<file path="src/rtl/sa_encoder.sv">
// Sample-adaptive Golomb-power-of-two entropy coder: one mapped residual in per cycle,
// one registered variable-length codeword out one cycle later, with adaptive A/C statistics.
module sa_encoder #(
    parameter int D          = 8,
    parameter int UMAX       = 16,
    parameter int GAMMA0     = 1,
    parameter int GAMMA_STAR = 6,
    parameter int K_INIT     = 3
) (
    input  logic                clk,
    input  logic                aresetn,
    input  logic                in_valid,
    input  logic                in_last,
    input  logic [D-1:0]        in_delta,
    output logic                out_valid,
    output logic                out_last,
    output logic [UMAX+D-1:0]   out_data,
    output logic [4:0]          out_num_bits
);

    localparam int CW     = GAMMA_STAR;
    localparam int AW     = D + GAMMA_STAR + 1;
    localparam int OW     = UMAX + D;
    localparam int C_INIT = 2 ** GAMMA0;
    localparam int C_MAX  = 2 ** GAMMA_STAR - 1;
    localparam int A_INIT = ((3 * (2 ** (K_INIT + 6)) - 49) * C_INIT) >> 7;

    // Adaptive statistics and image-position state
    logic          first_q, first_d;
    logic [CW-1:0] c_q, c_d;
    logic [AW-1:0] a_q, a_d;

    // Registered codeword outputs
    logic          out_valid_q, out_valid_d;
    logic          out_last_q, out_last_d;
    logic [OW-1:0] out_data_q, out_data_d;
    logic [4:0]    out_num_bits_q, out_num_bits_d;

    // Combinational coding path
    logic [31:0]   r_sum;
    logic [4:0]    k_sel;
    logic [31:0]   quot;
    logic [OW-1:0] one_k;
    logic [31:0]   acc_sum;

    // k is the largest shift (capped at D-2) such that C*2^k still fits under R;
    // because C*2^k grows monotonically, the last passing shift in the loop wins.
    always_comb begin
        r_sum = 32'(a_q) + ((32'(c_q) * 32'd49) >> 7);
        k_sel = '0;
        for (int i = 1; i <= D - 2; i++) begin
            if ((32'(c_q) << i) <= r_sum) begin
                k_sel = 5'(i);
            end
        end
    end

    always_comb begin
        // NOTE: every signal assigned here gets a default first so no path leaves one
        // unassigned, which would otherwise infer a latch.
        first_d        = first_q;
        c_d            = c_q;
        a_d            = a_q;
        out_valid_d    = 1'b0;
        out_last_d     = 1'b0;
        out_data_d     = '0;
        out_num_bits_d = '0;

        quot    = 32'(in_delta) >> k_sel;
        one_k   = OW'(1) << k_sel;
        acc_sum = 32'(a_q) + 32'(in_delta);

        if (in_valid) begin
            out_valid_d = 1'b1;
            out_last_d  = in_last;

            if (first_q) begin
                // First sample of an image travels uncoded and leaves the statistics alone
                out_data_d     = OW'(in_delta);
                out_num_bits_d = 5'(D);
                first_d        = 1'b0;
            end else begin
                if (quot < 32'(UMAX)) begin
                    out_data_d     = one_k | (OW'(in_delta) & (one_k - OW'(1)));
                    out_num_bits_d = 5'(quot + 32'(k_sel) + 32'd1);
                end else begin
                    out_data_d     = OW'(in_delta);
                    out_num_bits_d = 5'(OW);
                end

                if (c_q < CW'(C_MAX)) begin
                    a_d = AW'(acc_sum);
                    c_d = c_q + CW'(1);
                end else begin
                    a_d = AW'((acc_sum + 32'd1) >> 1);
                    c_d = CW'((32'(c_q) + 32'd1) >> 1);
                end
            end

            // End of image overrides any update: the next valid sample starts fresh
            if (in_last) begin
                first_d = 1'b1;
                c_d     = CW'(C_INIT);
                a_d     = AW'(A_INIT);
            end
        end
    end

    // NOTE: sequential state uses non-blocking assignments so every register samples
    // the pre-edge values, independent of statement order.
    always_ff @(posedge clk or negedge aresetn) begin
        if (!aresetn) begin
            first_q        <= 1'b1;
            c_q            <= CW'(C_INIT);
            a_q            <= AW'(A_INIT);
            out_valid_q    <= 1'b0;
            out_last_q     <= 1'b0;
            out_data_q     <= '0;
            out_num_bits_q <= '0;
        end else begin
            first_q        <= first_d;
            c_q            <= c_d;
            a_q            <= a_d;
            out_valid_q    <= out_valid_d;
            out_last_q     <= out_last_d;
            out_data_q     <= out_data_d;
            out_num_bits_q <= out_num_bits_d;
        end
    end

    assign out_valid    = out_valid_q;
    assign out_last     = out_last_q;
    assign out_data     = out_data_q;
    assign out_num_bits = out_num_bits_q;

endmodule

</file>
<file path="config.mk">
export PLATFORM = sky130hd
export DESIGN_NAME = sa_encoder
export DESIGN_NICKNAME = d
export VERILOG_FILES = /design/src/rtl/sa_encoder.sv
export SDC_FILE = /design/constraint.sdc
export NUM_CORES = 1
export LEC_CHECK = 0
export BUFFER_PORTS_ARGS = -buffer_cell sky130_fd_sc_hd__buf_2
export CORE_MARGIN = 4
export CORE_UTILIZATION = 50
export DETAILED_ROUTE_END_ITERATION = 12
export PLACE_DENSITY = 0.74
export SETUP_SLACK_MARGIN = 0.2
export SYNTH_ARGS = -nofsm -noshare
export SYNTH_HDL_FRONTEND = slang
export SYNTH_SLANG_ARGS = --single-unit
</file>
<file path="constraint.sdc">
create_clock -name clk -period 8.4 [get_ports clk]
set_input_delay 1.68 -clock clk [delete_from_list [all_inputs] [get_ports clk]]
set_output_delay 1.68 -clock clk [all_outputs]
set_load 0.01 [all_outputs]
</file>
Yosys cells after proc, flatten, opt, wreduce, memory -nomap -nowiden
Index checks and enable logic that the tools add are counted.
{"block": "totals", "register_bits": 53}
{"block": "classes", "add_sub_neg": 8, "mul": 1, "magnitude_cmp": 8, "eq_ne": 1, "shifts": 2, "mux": 21, "n_bitwise": 2, "reduce_logical": 1}
{"operator": "24-bit 2-to-1 mux", "count": 3}
{"operator": "15-bit 2-to-1 mux", "count": 3}
{"operator": "32-bit by 5-bit < comparator with 1-bit output, second input constant", "count": 1}
{"operator": "8-bit by 3-bit >> shifter with 32-bit output", "count": 1}
{"operator": "8-bit by 24-bit AND with 24-bit output", "count": 1}
{"operator": "24-bit OR", "count": 1}
{"operator": "1-bit by 3-bit << shifter with 24-bit output, first input constant", "count": 1}
{"operator": "24-bit by 1-bit subtractor with 24-bit output, second input constant", "count": 1}
{"operator": "6-bit 2-to-1 mux", "count": 3}
{"operator": "15-bit by 5-bit adder with 16-bit output", "count": 1}
{"operator": "15-bit by 8-bit adder with 16-bit output", "count": 1}
{"operator": "16-bit by 1-bit adder with 16-bit output, second input constant", "count": 1}
{"operator": "10-bit by 16-bit less-or-equal comparator with 1-bit output", "count": 1}
{"operator": "11-bit by 16-bit less-or-equal comparator with 1-bit output", "count": 1}
{"operator": "12-bit by 16-bit less-or-equal comparator with 1-bit output", "count": 1}
{"operator": "7-bit by 16-bit less-or-equal comparator with 1-bit output", "count": 1}
{"operator": "8-bit by 16-bit less-or-equal comparator with 1-bit output", "count": 1}
{"operator": "9-bit by 16-bit less-or-equal comparator with 1-bit output", "count": 1}
{"operator": "5-bit 2-to-1 mux", "count": 3}
{"operator": "6-bit by 6-bit multiplier with 12-bit output, second input constant", "count": 1}
{"operator": "3-bit 2-to-1 mux", "count": 3}
{"operator": "6-bit by 1-bit adder with 7-bit output, second input constant", "count": 1}
{"operator": "6-bit by 1-bit adder with 6-bit output, second input constant", "count": 1}
{"operator": "6-bit < comparator, second input constant", "count": 1}
{"operator": "6 further kinds", "count": 10}

Longest topological paths before layout
{"block": "depth", "word_depth": 16, "mapped_depth": 37, "ltp_nobuf": 36}

Least setup slack after synthesis
Ideal clock, no wire load.
{"block": "synth_path", "kind": "register to register", "startpoint": "register c_q[2]", "endpoint": "register out_num_bits_q[4] (netlist: out_num_bits[4])", "setup_time_ps": 78, "arrival_time_ps": 6815, "required_time_ps": 8322, "slack_ps": 1506, "stages_incl_launch_ff": 36, "n_path_buf": 2, "cell_sequence": "dfrtp_1 > ha_1 > ha_1 > ha_1 > ha_1 > inv_1 > nor2_1 > o21a_1 > o21ai_0 > nand2b_1 > a21oi_1 > xnor2_1 > ha_1 > a21o_1 > a31oi_2 > nor2_1 > xnor2_1 > inv_1 > ha_1 > or2_2 > a2111oi_4 > o31ai_4 > and4_1 > buf_2 > a21oi_2 > nand2_2 > buf_6 > mux2i_1 > mux2_2 > mux2i_1 > mux2i_1 > ha_1 > fa_1 > a221oi_1 > o21ai_1 > a21oi_1"}
{"block": "synth_between", "elab_chain_len": 15}
{"item": "start, declared", "line_no": "30", "text": "logic [CW-1:0] c_q, c_d;"}
{"item": "start signal, assigned", "line_no": "114", "text": "c_q <= CW'(C_INIT);"}
{"item": "6-bit by 6-bit multiplier with 12-bit output", "line_no": "49", "text": "r_sum = 32'(a_q) + ((32'(c_q) * 32'd49) >> 7);"}
{"item": "15-bit by 5-bit adder with 16-bit output", "line_no": "49"}
{"item": "7-bit by 16-bit less-or-equal comparator with 1-bit output", "line_no": "52", "text": "if ((32'(c_q) << i) <= r_sum) begin"}
{"item": "1-bit 2-to-1 mux", "line_no": "52"}
{"item": "2-bit 2-to-1 mux (2 in a row)", "line_no": "52"}
{"item": "3-bit 2-to-1 mux (2 in a row)", "line_no": "52"}
{"item": "3-bit 2-to-1 mux *", "line_no": "52"}
{"item": "8-bit by 3-bit >> shifter with 32-bit output", "line_no": "69", "text": "quot = 32'(in_delta) >> k_sel;"}
{"item": "5-bit by 3-bit adder with 5-bit output", "line_no": "85", "text": "out_num_bits_d = 5'(quot + 32'(k_sel) + 32'd1);"}
{"item": "5-bit by 1-bit adder with 5-bit output", "line_no": "85"}
{"item": "5-bit 2-to-1 mux *", "line_no": "83", "text": "if (quot < 32'(UMAX)) begin"}
{"item": "5-bit 2-to-1 mux *", "line_no": "77", "text": "if (first_q) begin"}
{"item": "5-bit 2-to-1 mux *", "line_no": "73", "text": "if (in_valid) begin"}
{"item": "net out_num_bits_d[4]", "line_no": "37", "text": "logic [4:0] out_num_bits_q, out_num_bits_d;"}
{"item": "end signal, assigned", "line_no": "127", "text": "out_num_bits_q <= out_num_bits_d;"}
{"item": "end, declared", "line_no": "37"}
Mark *: on every way through the listed nets, which the timed path passes. The rest lies on a longest branch.
A chain may end at the register's enable or synchronous reset.

Worst setup path in the final report
{"block": "layout_path", "startpoint": "register c_q[1]", "endpoint": "register out_num_bits_q[4] (netlist: out_num_bits[4])"}
The elaborated chain is that of the path after synthesis.

==> flow_summary.toml <==
[status]
outcome = "complete, no violations"

[logic_synthesis]
netlist_instances = 591
syn_area_um2 = 4980
synth_cell_types = 93
ys_warn_count = 0
synth_edf_count = 0
synthFlopType = "dfrtp_1"
post_synth.cell_area_avg_um2 = 8.42
seq_area_frac_synth_pct = 18.8
ys_seq_elements = 37
async_flop_share_pct = 100

[cells_and_area]
layout_common_cells = "ha_1 (60), nand2_1 (48), nor2_1 (38)"
drive_gt1_share_pct = 15.0
mostFrequentLayoutCell = "ha_1"
area_growth_syn_to_layout_pct = 5.86
final_cells = 734
antenna_cells = 0
final_nets = 678
utilization_pct = 54.2

[timing]
hold_viol_final = 0
fmax_mhz = 131
hold_ws_ps = 566
slew_violations = 0
worst_slew_pin_slew_ps = 968
setup_violations = 0
finalCritPeriodShare_pct = 90.7
fin_crit_ps = 7620
finalClockSkew_ps = 10.7
max-slew-margin-rel_pct = 35.2
tns_ps = 0
rsz0062_at_grt = "false"

[grt]
grt_start_max_net_pins = 38
overflow = 0
antenna_found_initial = 0
grt_pass1_wl_um = 21600
grt_pass1_vias = 4478
grtUsageTotal_pct = 22.8

[drt]
finalWirelength_um = 12900
drt_pass1_iterations = 5
antenna_left = 0
via_count = 4626
initialDrtViolationCount = 324
drc = 0
viasPerCell = 6.30
wl_per_cell_um = 17.6

[floorplanning]
core_area_um2 = 9730
die_x_um = 108
ioPinCount = 43
die_area_um2 = 11600
row_count = 36
initial_utilization_pct = 51.2
dieHeight_um = 108

[clock_network]
postCtsHoldBufs = 0
cts_tree = "done"
cts_buffer_depth = 2
clock-sinks = 37
cts_max_level = 2
path_clk_slew_ps = 90
insertion_delay_ps = 300
cts_root_buffer = "clkbuf_8"
cts_buffers = 5

[worst_setup_path]
worstPathRequired_ps = 8620
crit_path_max_fanout = 15
crit_path_frequent_cell = "ha_1"
critPathKind = "reg -> reg"
critPathArrivalTime_ps = 7840
endpoint_kind = "flop"
cpPeakStageDelay_ps = 750
critPathSlowestCell = "dfstp_4"
critPathLaunchType = "flop"

[power_and_ir_drop]
max-vdd-ir-drop_uv = 119
leakagePower_nw = 2.39
finalPower_mw = 1.37
powerDensity_nw_per_um2 = 260

[worst_hold_path]
hp-class = "reg -> reg"

[placed_design]
place_congestion = 0.990
dp.cells = 726
hpwl_um = 9840
port_buffers = 26

[run]
maxCapViolCount = 0
layout make-up:
class	count	area, um2
clock buffers	6	82.6
clock inverters	2	37.5
fillers	887	4460
inverters	24	90.1
multi-input cells	503	3800
flip-flops and latches	37	941
well taps	133	166
repair buffers	29	153
through the flow:
step | area [um2] | setup WS (ps)
2_1_floorplan | 5030 | 1510
3_3_place_gp | 5100 | 693
3_5_place_dp | 5100 | 507
4_1_cts | 5220 | 482
5_1_grt | 5270 | 164
6_report | 5270 | 778
synthesized netlist by cell type, drive strengths merged (8+ instances only):
master	n	area, um2
a21oi	41	228
a21o	15	114
nor3	19	111
o21a	8	60.1
dfrtp	31	776
nand3	22	115
o21ai	35	179
buf	26	190
ha	62	776
xnor2	26	265
nor2	40	160
xor2	12	105
nand2	50	193
mux2i	10	104
and3	8	55.1
clkbuf	16	60.1
inv	24	90.1
kinds of logic after synthesis:
group                    count (synthesis)  share of synthesized area, %
XOR/XNOR                                39                          7.89
AO/OA/AOI/OAI                          181                          26.6
buffers and inverters                   66                          6.84
flip-flops                              37                          18.8
other                                    1                        0.0753
AND/OR/NAND/NOR                        188                          20.0
multiplexers                            11                          2.31
adder cells (fa/ha/maj)                 68                          17.6
power breakdown:
group / switching [mW] / internal (mW) / total (mW)
combinational: 0.562 / 0.392 / 0.954
sequential: 0.0360 / 0.211 / 0.248
clock: 0.0704 / 0.0966 / 0.167
total: 0.669 / 0.700 / 1.37
path summary, 6_finish.rpt:
check	startpoint	end	slack, ps	cells past startpoint
setup / recovery	c_q[1]$_DFFE_PN1P_	out_num_bits[4]$_DFF_PN0_	780	33
hold / removal	a_q[2]$_DFFE_PN1P_	a_q[2]$_DFFE_PN1P_	570	2
setup reg to reg	c_q[1]$_DFFE_PN1P_	out_num_bits[4]$_DFF_PN0_	780	33
min in group asynchronous	aresetn	c_q[2]$_DFFE_PN0P_	1510	1
hold reg to reg	a_q[2]$_DFFE_PN1P_	a_q[2]$_DFFE_PN1P_	570	2
max in group asynchronous	aresetn	c_q[4]$_DFFE_PN0P_	6280	1
critical path: cells and delay by family, from the launching register on:
| family | cells | cell delay (ps) |
|---|---|---|
| adder cells (fa/ha/maj) | 8 | 2230 |
| AND/OR/NAND/NOR | 7 | 1210 |
| multiplexers | 4 | 660 |
| AO/OA/AOI/OAI | 10 | 1860 |
| XOR/XNOR | 2 | 580 |
| buffers and inverters | 2 | 250 |
| flip-flops | 1 | 750 |
timing repair:
item	CTS	global route
endpoints found under the hold margin	0	0
setup endpoints to repair	0	4
setup buffers	0	0
gates resized for setup	0	11
flip-flops by register name, indices dropped and copies added (netlist names):
| signal | count |
|---|---|
| a_q | 15 |
| c_q | 6 |
| out_last | 1 |
| out_valid | 1 |
| first_q | 1 |
| out_num_bits | 5 |
| out_data | 8 |
layer usage:
| layer | up-vias | track usage [%] | wire length, um |
|---|---|---|---|
| met3 | 40 | 3.12 | 704 |
| met2 | 162 | 38.8 | 6210 |
| met4 | 0 | 10.0 | 510 |
| li1 | 2192 | - | - |
| met5 | - | 0 | 0 |
| met1 | 2232 | 28.7 | 5470 |
Note: power is estimated with default switching activity, not from simulation.
